**config.mk**
```make
export PLATFORM = sky130hd
export DESIGN_NAME = wimax_deinterleaver
export DESIGN_NICKNAME = d
export VERILOG_FILES = /design/src/rtl/wimax_pkg.sv /design/src/rtl/deint_bank_ram.sv /design/src/rtl/wimax_deinterleaver.sv
export SDC_FILE = /design/constraint.sdc
export NUM_CORES = 1
export LEC_CHECK = 0
export CAP_MARGIN = 20
export CORE_MARGIN = 2
export CORE_UTILIZATION = 57
export DETAILED_ROUTE_END_ITERATION = 10
export GPL_TIMING_DRIVEN = 0
export PLACE_DENSITY = 0.83
export SETUP_SLACK_MARGIN = 0.3
export SLEW_MARGIN = 20
export SYNTH_ARGS = -nofsm -noshare
export SYNTH_HDL_FRONTEND = slang
export SYNTH_SLANG_ARGS = --single-unit
```
**constraint.sdc**
```tcl
create_clock -name clk -period 3 [get_ports clk]
set_input_delay 0.6 -clock clk [delete_from_list [all_inputs] [get_ports clk]]
set_output_delay 0.6 -clock clk [all_outputs]
set_load 0.05 [all_outputs]
```
**src/rtl/wimax_pkg.sv**
```systemverilog
// Shared types, modulation constants and interleaver permutation helpers
// for the WiMAX receive-side block deinterleaver.
package wimax_pkg;

  typedef enum logic {
    bank_empty = 1'b0,
    bank_full  = 1'b1
  } bank_state_t;

  // Coded bits per carrier for each modulation
  localparam int unsigned NCPC_QPSK  = 2;
  localparam int unsigned NCPC_QAM16 = 4;
  localparam int unsigned NCPC_QAM64 = 6;

  // Rotation group size: max(ncpc/2, 1)
  function automatic int unsigned s_of(input int unsigned ncpc);
    return (ncpc / 2 > 1) ? ncpc / 2 : 32'd1;
  endfunction

  // First interleaver step: row/column block transpose
  function automatic logic [31:0] perm_first(input logic [31:0] k,
                                             input logic [31:0] ncbps,
                                             input logic [31:0] d);
    return (ncbps / d) * (k % d) + (k / d);
  endfunction

  // Second interleaver step: rotation inside groups of s bits
  function automatic logic [31:0] perm_second(input logic [31:0] m,
                                              input logic [31:0] ncbps,
                                              input logic [31:0] d,
                                              input logic [31:0] s);
    return s * (m / s) + ((m + ncbps - ((d * m) / ncbps)) % s);
  endfunction

  // Channel position of original bit k; the deinterleaver reads from here
  function automatic logic [31:0] perm(input logic [31:0] k,
                                       input logic [31:0] ncbps,
                                       input logic [31:0] d,
                                       input logic [31:0] s);
    return perm_second(perm_first(k, ncbps, d), ncbps, d, s);
  endfunction

endpackage

```
**src/rtl/deint_bank_ram.sv**
```systemverilog
// Two-bank 1-bit simple dual-port memory with synchronous, enabled read.
// Ports:
//   clk, rst_n   clock and async active-low reset (read register only)
//   i_wr_en      write strobe, i_wr_addr / i_wr_data write port
//   i_rd_en      read enable, i_rd_addr read address
//   o_rd_data    registered read data; holds when i_rd_en is low
module deint_bank_ram #(
  parameter int unsigned DEPTH  = 384,
  parameter int unsigned ADDR_W = 9
) (
  input  logic              clk,
  input  logic              rst_n,
  input  logic              i_wr_en,
  input  logic [ADDR_W-1:0] i_wr_addr,
  input  logic              i_wr_data,
  input  logic              i_rd_en,
  input  logic [ADDR_W-1:0] i_rd_addr,
  output logic              o_rd_data
);

  logic r_mem [DEPTH];
  logic r_rd_data;

  // Storage array: no reset, contents are only read after being written
  always_ff @(posedge clk) begin
    if (i_wr_en) begin
      r_mem[i_wr_addr] <= i_wr_data;
    end
  end

  // Read register doubles as the block's output data register
  always_ff @(posedge clk or negedge rst_n) begin
    if (!rst_n) begin
      r_rd_data <= 1'b0;
    end else if (i_rd_en) begin
      r_rd_data <= r_mem[i_rd_addr];
    end
  end

  assign o_rd_data = r_rd_data;

endmodule

```
**src/rtl/wimax_deinterleaver.sv**
```systemverilog
// WiMAX receive block deinterleaver: accepts coded bits in channel order and
// emits them in encoder order through a ping-pong pair of Ncbps-bit banks.
// Ports:
//   clk, rst_n          clock, async active-low reset
//   valid_in, data_in   upstream bit (interleaved order)
//   ready_out           current write bank is empty
//   valid_out, data_out deinterleaved bit (original order)
//   ready_in            downstream accepts data_out
module wimax_deinterleaver
  import wimax_pkg::*;
#(
  parameter int unsigned NCBPS = 192,
  parameter int unsigned NCPC  = 2,
  parameter int unsigned D     = 16
) (
  input  logic clk,
  input  logic rst_n,
  input  logic valid_in,
  input  logic data_in,
  output logic ready_out,
  output logic valid_out,
  output logic data_out,
  input  logic ready_in
);

  localparam int unsigned S      = s_of(NCPC);
  localparam int unsigned CNT_W  = $clog2(NCBPS);
  localparam int unsigned ADDR_W = $clog2(2 * NCBPS);
  localparam int unsigned DEPTH  = 2 * NCBPS;

  bank_state_t       r_bank_state [2];
  bank_state_t       w_bank_state_nxt [2];
  logic              r_wr_bank;
  logic              r_rd_bank;
  logic [CNT_W-1:0]  r_wr_cnt;
  logic [CNT_W-1:0]  r_rd_cnt;
  logic              r_valid_out;
  logic              r_ready_out;

  logic              w_wr_en;
  logic              w_wr_last;
  logic              w_rd_en;
  logic              w_rd_last;
  logic              w_wr_bank_nxt;
  logic              w_ready_nxt;
  logic [ADDR_W-1:0] w_wr_addr;
  logic [ADDR_W-1:0] w_rd_addr;
  logic              w_ram_q;

  // Handshake qualifiers; r_ready_out always mirrors the write bank's state
  assign w_wr_en   = valid_in && r_ready_out;
  assign w_wr_last = w_wr_en && (r_wr_cnt == CNT_W'(NCBPS - 1));
  assign w_rd_en   = (r_bank_state[r_rd_bank] == bank_full) && (!r_valid_out || ready_in);
  assign w_rd_last = w_rd_en && (r_rd_cnt == CNT_W'(NCBPS - 1));

  // Writes are sequential; reads gather through the interleaver permutation
  assign w_wr_addr = ADDR_W'(32'(r_wr_bank) * NCBPS + 32'(r_wr_cnt));
  assign w_rd_addr = ADDR_W'(32'(r_rd_bank) * NCBPS + perm(32'(r_rd_cnt), NCBPS, D, S));

  // Per-bank next state; last write and last read always hit different banks
  always_comb begin
    w_bank_state_nxt = r_bank_state;
    w_wr_bank_nxt    = r_wr_bank;
    if (w_wr_last) begin
      w_bank_state_nxt[r_wr_bank] = bank_full;
      w_wr_bank_nxt               = ~r_wr_bank;
    end
    if (w_rd_last) begin
      w_bank_state_nxt[r_rd_bank] = bank_empty;
    end
    w_ready_nxt = (w_bank_state_nxt[w_wr_bank_nxt] == bank_empty);
  end

  // Bank state registers and write-side bookkeeping
  always_ff @(posedge clk or negedge rst_n) begin
    if (!rst_n) begin
      r_bank_state[0] <= bank_empty;
      r_bank_state[1] <= bank_empty;
      r_wr_bank       <= 1'b0;
      r_ready_out     <= 1'b1;
    end else begin
      r_bank_state <= w_bank_state_nxt;
      r_wr_bank    <= w_wr_bank_nxt;
      r_ready_out  <= w_ready_nxt;
    end
  end

  // Write counter
  always_ff @(posedge clk or negedge rst_n) begin
    if (!rst_n) begin
      r_wr_cnt <= '0;
    end else if (w_wr_en) begin
      r_wr_cnt <= w_wr_last ? '0 : r_wr_cnt + CNT_W'(1);
    end
  end

  // Read counter and read bank pointer
  always_ff @(posedge clk or negedge rst_n) begin
    if (!rst_n) begin
      r_rd_cnt  <= '0;
      r_rd_bank <= 1'b0;
    end else if (w_rd_en) begin
      r_rd_cnt <= w_rd_last ? '0 : r_rd_cnt + CNT_W'(1);
      if (w_rd_last) begin
        r_rd_bank <= ~r_rd_bank;
      end
    end
  end

  // Output valid: set by a read issue, cleared only once consumed
  always_ff @(posedge clk or negedge rst_n) begin
    if (!rst_n) begin
      r_valid_out <= 1'b0;
    end else if (w_rd_en) begin
      r_valid_out <= 1'b1;
    end else if (ready_in) begin
      r_valid_out <= 1'b0;
    end
  end

  deint_bank_ram #(
    .DEPTH  (DEPTH),
    .ADDR_W (ADDR_W)
  ) u_ram (
    .clk       (clk),
    .rst_n     (rst_n),
    .i_wr_en   (w_wr_en),
    .i_wr_addr (w_wr_addr),
    .i_wr_data (data_in),
    .i_rd_en   (w_rd_en),
    .i_rd_addr (w_rd_addr),
    .o_rd_data (w_ram_q)
  );

  assign ready_out = r_ready_out;
  assign valid_out = r_valid_out;
  assign data_out  = w_ram_q;

endmodule

```
==> PnR_summary.wiki, run 1 <==
{| class="wikitable"
! Metric !! Value
|-
| Iter 0 DRT Violations || roughly 2,300
|-
| Final Hold Violating Endpoints || 0
|-
| Number of CTS-inserted buffers || 42
|-
| Chip height || 183 µm
|-
| Number of buffer cells added on primary ports || 7
|-
| Setup-failing EPs final || 1
|-
| Warnings, synthesis || 0
|-
| Initial standard-cell utilization of the core || a little under 60%
|-
| Fmax || between 0.3 and 0.4 GHz
|-
| Clock Root Buffer || sky130_fd_sc_hd__clkbuf_16
|-
| Cells after synthesis || 1,321
|-
| Crit path launch type || flop
|-
| Required time of the critical path || 3.41 ns
|-
| Number of antenna violations at the first check in global routing || 2
|-
| Tightest Hold Check Type || input pin to asynchronous set/reset pin
|-
| Count of clock tree sinks || 407
|-
| N_diodes || 0
|-
| Clock period minus worst slack || 3.26 ns
|-
| Crit path setup slack, layout || -0.265 ns
|-
| Remaining antenna violation count || 0
|-
| Result of the run || complete, but fails checks
|-
| Worst-Skew Late Latency || 0.55 ns
|-
| Area used by multi-input combinational logic || between 5000 and 6000 µm²
|-
| Net count after synthesis || 1,343
|-
| Share of the synthesized area in the top cell type || 63.2%
|-
| Worst Setup End Kind || flop
|-
| Maximum buffer depth of the clock tree || 3
|-
| Slew at the pin with the worst max-slew slack || 1.18 ns
|-
| Cell taking the most area after synthesis || sky130_fd_sc_hd__edfxtp_1
|-
| Max Cap Viol || 0
|-
| Post-route core utilization || 65.8%
|-
| Syn-to-layout area delta || 13.9%
|-
| Maximum vdd ir drop || ~370 µV
|-
| Unrepaired setup endpoints after global routing || yes
|-
| Top cell types by occurrence after synthesis || sky130_fd_sc_hd__nor2_1, sky130_fd_sc_hd__edfxtp_1, sky130_fd_sc_hd__mux4_2
|-
| Wire length per cell after detailed routing || 27.8 µm
|-
| Site Rows || 65
|-
| Critical path peak fanout || 9
|-
| Area used by sequential logic in the layout || 12,100 µm²
|-
| Async S/R FF share, synth || roughly 5.7%
|-
| Die footprint || approximately 33,000 µm²
|-
| Setup Skew || 0.0264 ns
|-
| Boundary pin count || 8
|-
| Cell area after synthesis || around 18,000 µm²
|-
| Share of synthesized area occupied by flip-flops and latches || 66.4%
|-
| Wirelength, routed || 51.0 mm
|-
| Pre-CTS setup slack || -0.874 ns
|-
| Critical R2R Launch || r_rd_cnt[1]
|-
| Prevailing post-synth register cell || sky130_fd_sc_hd__edfxtp_1
|-
| Static Leak || 6.51 nW
|-
| Most common cell in the synthesized netlist || sky130_fd_sc_hd__nor2_1
|-
| Worst setup path category || flop to flop
|-
| CTS tree || done
|-
| Post-DP HPWL || 30.6 mm
|-
| Worst r2r dst || u_ram.o_rd_data
|-
| Number of cells on the worst reg-to-reg path || 9
|-
| CORE AREA || roughly 32,000 µm²
|-
| Chip Width || 183 µm
|-
| Number of H-tree levels || 2
|-
| Cells taking the most area after synthesis || sky130_fd_sc_hd__edfxtp_1, sky130_fd_sc_hd__mux4_2, sky130_fd_sc_hd__nor2_1
|-
| Via count of the first global-routing pass || 12,225
|-
| Distinct cell type count after synthesis || 59
|-
| Detailed-route DRC error count || 0
|-
| Final clock period utilization by the worst path || 109%
|-
| GP Congestion || 0.917
|-
| Arrival time reported for the critical path endpoint || 3.67 ns
|-
| Clock-pin slew on the worst setup and hold paths || 0.06 ns
|-
| Max Transition Viols Final || 0
|-
| Worst reg2reg setup slack || -0.26 ns
|-
| Global routing usage summed across all routing layers || 30.6%
|-
| Ratio of total power to cell area || 604 nW/µm²
|-
| Fillers || 2,070
|-
| Global route overflow || 0
|-
| Via count || 12,271
|-
| Average cell area after synthesis || approximately 14 µm²
|-
| Failing checks || setup timing
|-
| Ratio of cells with drive above 1 in the final layout || 19.0%
|-
| Drt first pass iters || 6
|-
| Nets || between 1,000 and 1,500
|-
| Relative slew slack || 21.0%
|-
| Global-route wire length before repair || 74.0 mm
|-
| Maximum number of pins on one net before global-route repair || 155
|-
| Number of flip-flops and latches in the synthesized netlist || 407
|-
| Vias per std cell || 6.69
|-
| EDFF count, synth || ~380
|}
[routing by layer]
metal	routed length (µm)	track usage [%]
met1	16900	39.4
met2	23700	47.9
met3	7160	8.30
met4	3230	17.2
met5	0	0
[sequential cells by signal, indices dropped and copies added, names as in the netlist]
signal,count
u_ram.o_rd_data,1
valid_out,1
ready_out,1
u_ram.r_mem,384
r_rd_bank,1
r_wr_cnt,8
r_bank_state,2
r_wr_bank,1
r_rd_cnt,8
[per-stage QoR]
stage	setup TNS (ns)	hold slack, ns	power (mW)	area, µm²	cells
2_1_floorplan	0	0.304	6.99	18300	1321
3_3_place_gp	-2751.13	0.455	7.53	18900	1730
3_5_place_dp	-17.84	0.468	7.50	18900	1732
4_1_cts	-0.0163	0.475	12.5	20600	1825
5_1_grt	-0.255	0.0784	12.8	20800	1833
6_report	-0.265	0.0359	12.5	20800	1833
[worst max-delay path: stages (launching register included)]
cell                        delay [ns]
sky130_fd_sc_hd__dfrtp_2          0.44
sky130_fd_sc_hd__buf_4            0.15
sky130_fd_sc_hd__fa_1             0.51
sky130_fd_sc_hd__xor2_1           0.23
sky130_fd_sc_hd__and3_1           0.28
sky130_fd_sc_hd__or2_4            0.34
sky130_fd_sc_hd__o311ai_2         0.37
sky130_fd_sc_hd__nor3_2           0.12
sky130_fd_sc_hd__a2111oi_4        0.51
sky130_fd_sc_hd__o311ai_2         0.16
[cells in the final DEF, fill, tap and decap left out, types with 6 or more instances in the layout]
cell type                     n
sky130_fd_sc_hd__nor3_1       7
sky130_fd_sc_hd__a21oi_1     16
sky130_fd_sc_hd__mux2i_1     20
sky130_fd_sc_hd__o22ai_1      6
sky130_fd_sc_hd__nand3_1     14
sky130_fd_sc_hd__edfxtp_1   384
sky130_fd_sc_hd__inv_1       12
sky130_fd_sc_hd__buf_6        9
sky130_fd_sc_hd__nand4_1     10
sky130_fd_sc_hd__nor2_1     404
sky130_fd_sc_hd__and2_1       6
sky130_fd_sc_hd__clkbuf_16   44
sky130_fd_sc_hd__clkinv_1     9
sky130_fd_sc_hd__nor2b_1     10
sky130_fd_sc_hd__nand2_1     78
sky130_fd_sc_hd__mux4_2      93
sky130_fd_sc_hd__ha_1        12
sky130_fd_sc_hd__buf_4       33
sky130_fd_sc_hd__buf_2        7
sky130_fd_sc_hd__xnor2_1      7
sky130_fd_sc_hd__dfrtp_1     17
sky130_fd_sc_hd__clkbuf_1    64
sky130_fd_sc_hd__mux2_2       9
sky130_fd_sc_hd__o21ai_0     11
sky130_fd_sc_hd__and3_1       9
sky130_fd_sc_hd__clkbuf_2    12
[worst max path at each step]
| stage | slack (ns) | start | to | cells after the start |
|---|---|---|---|---|
| 2_1_floorplan | 0.25 | r_rd_cnt[0] | u_ram.o_rd_data | 9 |
| 3_3_place_gp | -7.14 | data_in | u_ram.r_mem[280] | 1 |
| 3_5_place_dp | -0.87 | valid_in | ready_out | 8 |
| 4_1_cts | -0.02 | r_rd_cnt[1] | u_ram.o_rd_data | 9 |
| 5_1_grt | -0.25 | r_rd_cnt[1] | u_ram.o_rd_data | 9 |
| 6_report | -0.26 | r_rd_cnt[1] | u_ram.o_rd_data | 9 |
[power breakdown]
group	internal [mW]	switching, mW	total (mW)	leakage (nW)
Sequential	6.28	0.0544	6.34	3.73
Combinational	0.207	0.940	1.15	2.15
Clock	2.90	2.16	5.05	0.630
[repair_timing]
item | in CTS | in global routing
setup buffers | 17 | 8
setup endpoints to repair | 150 | 129
gates resized for setup | 70 | 35
hold buffers | 0 | 0
pin swaps | 10 | 5
[layout make-up]
cell class	instances	share of cell area, %
Buffer	99	2.89
Clock buffer	56	5.42
Inverter	15	0.368
Timing Repair Buffer	34	1.60
Tap cell	402	2.42
Sequential cell	407	58.3
Clock inverter	21	0.874
Multi-Input combinational cell	799	28.1
[logic make-up (layout without fill, tap and decap cells)]
| family | after synthesis | count (layout) | synth area share (%) |
|---|---|---|---|
| flip-flops | 407 | 407 | 66.4 |
| adder cells (fa/ha/maj) | 17 | 17 | 1.29 |
| buffers and inverters | 115 | 225 | 2.79 |
| multiplexers | 123 | 123 | 13.2 |
| AND/OR/NAND/NOR | 564 | 564 | 12.6 |
| XOR/XNOR | 17 | 17 | 0.816 |
| AO/OA/AOI/OAI | 78 | 78 | 2.93 |
(Power assumes the default switching activity.)
==> run 2: changes to the inputs <==
==> constraint.sdc (replaced) <==
create_clock -name clk -period 2.9 [get_ports clk]
set_input_delay 0.58 -clock clk [delete_from_list [all_inputs] [get_ports clk]]
set_output_delay 0.58 -clock clk [all_outputs]
set_load 0.05 [all_outputs]
==> run 2 against run 1 <==
Compared with the run above: the run still ends with setup timing left; critical path type unchanged; routed wire length barely moved; global-route usage barely moved; maximum frequency rose by 0.13%; largest power group unchanged.
==> PnR_summary.wiki, run 2 (synthesis results as in run 1) <==
{| class="wikitable"
! Metric !! Value
|-
| Result of the run || complete, but fails checks
|-
| Failing checks || setup timing
|-
| Initial standard-cell utilization of the core || approximately 58%
|-
| Die footprint || 33,400 µm²
|-
| Syn-to-layout area delta || 14.3%
|-
| Setup-failing EPs final || 1
|-
| Pre-CTS setup slack || -0.954 ns
|-
| Ratio of cells with drive above 1 in the final layout || 20.4%
|-
| Remaining antenna violation count || 0
|-
| Non-filler cells in the finished layout || around 1,800
|-
| Drt first pass iters || 7
|-
| CTS tree || done
|-
| Max reg flops || 384
|-
| Fmax || 0.307 GHz
|-
| Area used by multi-input combinational logic || 5860 µm²
|-
| Clock period minus worst slack || 3.26 ns
|-
| Number of hold buffers added after CTS || 0
|-
| Iter 0 DRT Violations || 2,184
|-
| Worst-Skew Late Latency || 0.54 ns
|-
| Global-route wire length before repair || between 70 and 80 mm
|-
| Clock Root Buffer || sky130_fd_sc_hd__clkbuf_16
|-
| Max Transition Viols Final || 0
|-
| Tightest Hold Check Type || input pin to asynchronous set/reset pin
|-
| DP Cell Count || 1,732
|-
| Crit path setup slack, layout || -0.361 ns
|-
| Global route overflow || 0
|-
| Arrival time reported for the critical path endpoint || approximately 3.7 ns
|-
| Chip Width || between 150 and 200 µm
|-
| Required time of the critical path || 3.31 ns
|-
| Total power || 13.0 mW
|-
| Hold slack final || between 0.015 and 0.02 ns
|-
| Wire length per cell after detailed routing || 27.8 µm
|-
| Number of antenna violations at the first check in global routing || 2
|-
| Vias per std cell || 6.70
|-
| Register with the highest flop count || u_ram.r_mem
|-
| Critical path peak fanout || 7
|-
| Area used by sequential logic in the layout || 12,100 µm²
|-
| Chip height || 183 µm
|-
| Wirelength, routed || 51.0 mm
|-
| Highest-count cells in the layout ignoring fill and taps || sky130_fd_sc_hd__nor2_1, sky130_fd_sc_hd__edfxtp_1, sky130_fd_sc_hd__mux4_2
|-
| Fillers || 2,069
|-
| Unrepaired setup endpoints after global routing || yes
|-
| GP Congestion || 0.917
|-
| Maximum vdd ir drop || 385 µV
|-
| Static Leak || between 6 and 7 nW
|-
| Number of cells on the worst reg-to-reg path || 11
|-
| Nets || 1,422
|-
| Number of buffer cells added on primary ports || 7
|-
| Worst setup path category || flop to flop
|-
| Worst reg2reg setup slack || -0.36 ns
|-
| Critical R2R Launch || r_rd_cnt[1]
|-
| CORE AREA || between 30,000 and 40,000 µm²
|-
| Via count || between 10,000 and 15,000
|-
| Relative slew slack || 29.6%
|-
| Number of H-tree levels || 2
|-
| Site Rows || 65
|-
| Post-DP HPWL || 30.6 mm
|-
| Worst Setup End Kind || flop
|-
| Maximum number of pins on one net before global-route repair || between 150 and 200
|-
| Setup Skew || roughly 0.025 ns
|-
| Top Registers || u_ram.r_mem x384, r_rd_cnt x8, r_wr_cnt x8
|-
| Global routing usage summed across all routing layers || 30.6%
|-
| N_diodes || 0
|-
| Maximum buffer depth of the clock tree || 3
|-
| Detailed-route DRC error count || 0
|-
| Max Cap Viol || 0
|-
| Count of clock tree sinks || 407
|-
| Clock-pin slew on the worst setup and hold paths || 0.06 ns
|-
| Slew at the pin with the worst max-slew slack || around 1.1 ns
|-
| Final Hold Violating Endpoints || 0
|-
| Most common cell after layout, fill and taps aside || sky130_fd_sc_hd__nor2_1
|-
| Crit path launch type || flop
|-
| Worst r2r dst || u_ram.o_rd_data
|-
| Number of CTS-inserted buffers || 42
|-
| Via count of the first global-routing pass || ~12,000
|-
| Boundary pin count || 8
|-
| Final clock period utilization by the worst path || 112%
|-
| Ratio of total power to cell area || 624 nW/µm²
|}
[run 2: per-stage QoR]
| stage | util, % | setup TNS, ns | cell area, µm² |
|---|---|---|---|
| global placement | 59.8 | -2789.76 | 18900 |
| CTS | 65.5 | -0.116 | 20700 |
| global route | 66.1 | -0.361 | 20800 |
| floorplan | - | 0 | 18300 |
| finish | 66.1 | -0.361 | 20800 |
| detailed placement | 60.0 | -27.83 | 18900 |
[run 2: final cells by class]
cell class | instances | share of cell area, %
flip-flops and latches | 407 | 58.1
clock buffers | 56 | 5.40
multi-input cells | 799 | 28.1
well taps | 402 | 2.41
clock inverters | 21 | 0.870
plain buffers | 99 | 3.07
repair buffers | 36 | 1.66
inverters | 15 | 0.366
[run 2: worst max-delay path by stage]
stage                     start  slack (ns)  cells past startpoint          endpoint
detailed placement     valid_in       -0.95                      8         ready_out
global placement        data_in       -7.22                      1  u_ram.r_mem[280]
floorplan           r_rd_cnt[0]        0.15                      9   u_ram.o_rd_data
CTS                 r_rd_cnt[1]       -0.12                      9   u_ram.o_rd_data
finish              r_rd_cnt[1]       -0.36                     11   u_ram.o_rd_data
global route        r_rd_cnt[1]       -0.36                      9   u_ram.o_rd_data
[run 2: critical path, cell delays in order (launching register included)]
cell and delay, ns:
sky130_fd_sc_hd__dfrtp_2 0.44, sky130_fd_sc_hd__ha_4 0.28, sky130_fd_sc_hd__inv_2 0.04, sky130_fd_sc_hd__fa_2 0.57, sky130_fd_sc_hd__clkbuf_16 0.20, sky130_fd_sc_hd__buf_4 0.16
sky130_fd_sc_hd__o221ai_1 0.13, sky130_fd_sc_hd__o21ai_1 0.22, sky130_fd_sc_hd__a21oi_1 0.12, sky130_fd_sc_hd__a211o_1 0.28, sky130_fd_sc_hd__a2111oi_4 0.52, sky130_fd_sc_hd__o311ai_2 0.16
[run 2: power breakdown]
group / switching (mW) / internal [mW] / total (mW)
clock network: 2.22 / 3.00 / 5.22
logic: 0.985 / 0.230 / 1.21
registers: 0.0616 / 6.50 / 6.56
total: 3.27 / 9.73 / 13.0
[run 2: metal layers]
metal / GRT usage, % / part of all wire [%]
met5: 0 / 0
met4: 17.2 / 6.7
met3: 8.30 / 14
met2: 47.9 / 46
met1: 39.3 / 34
[run 2: what timing repair did]
action	4_1_cts	5_1_grt
gates resized for setup	80	70
setup endpoints to repair	191	149
setup buffers	18	8
cloned	0	1
pin swaps	11	5
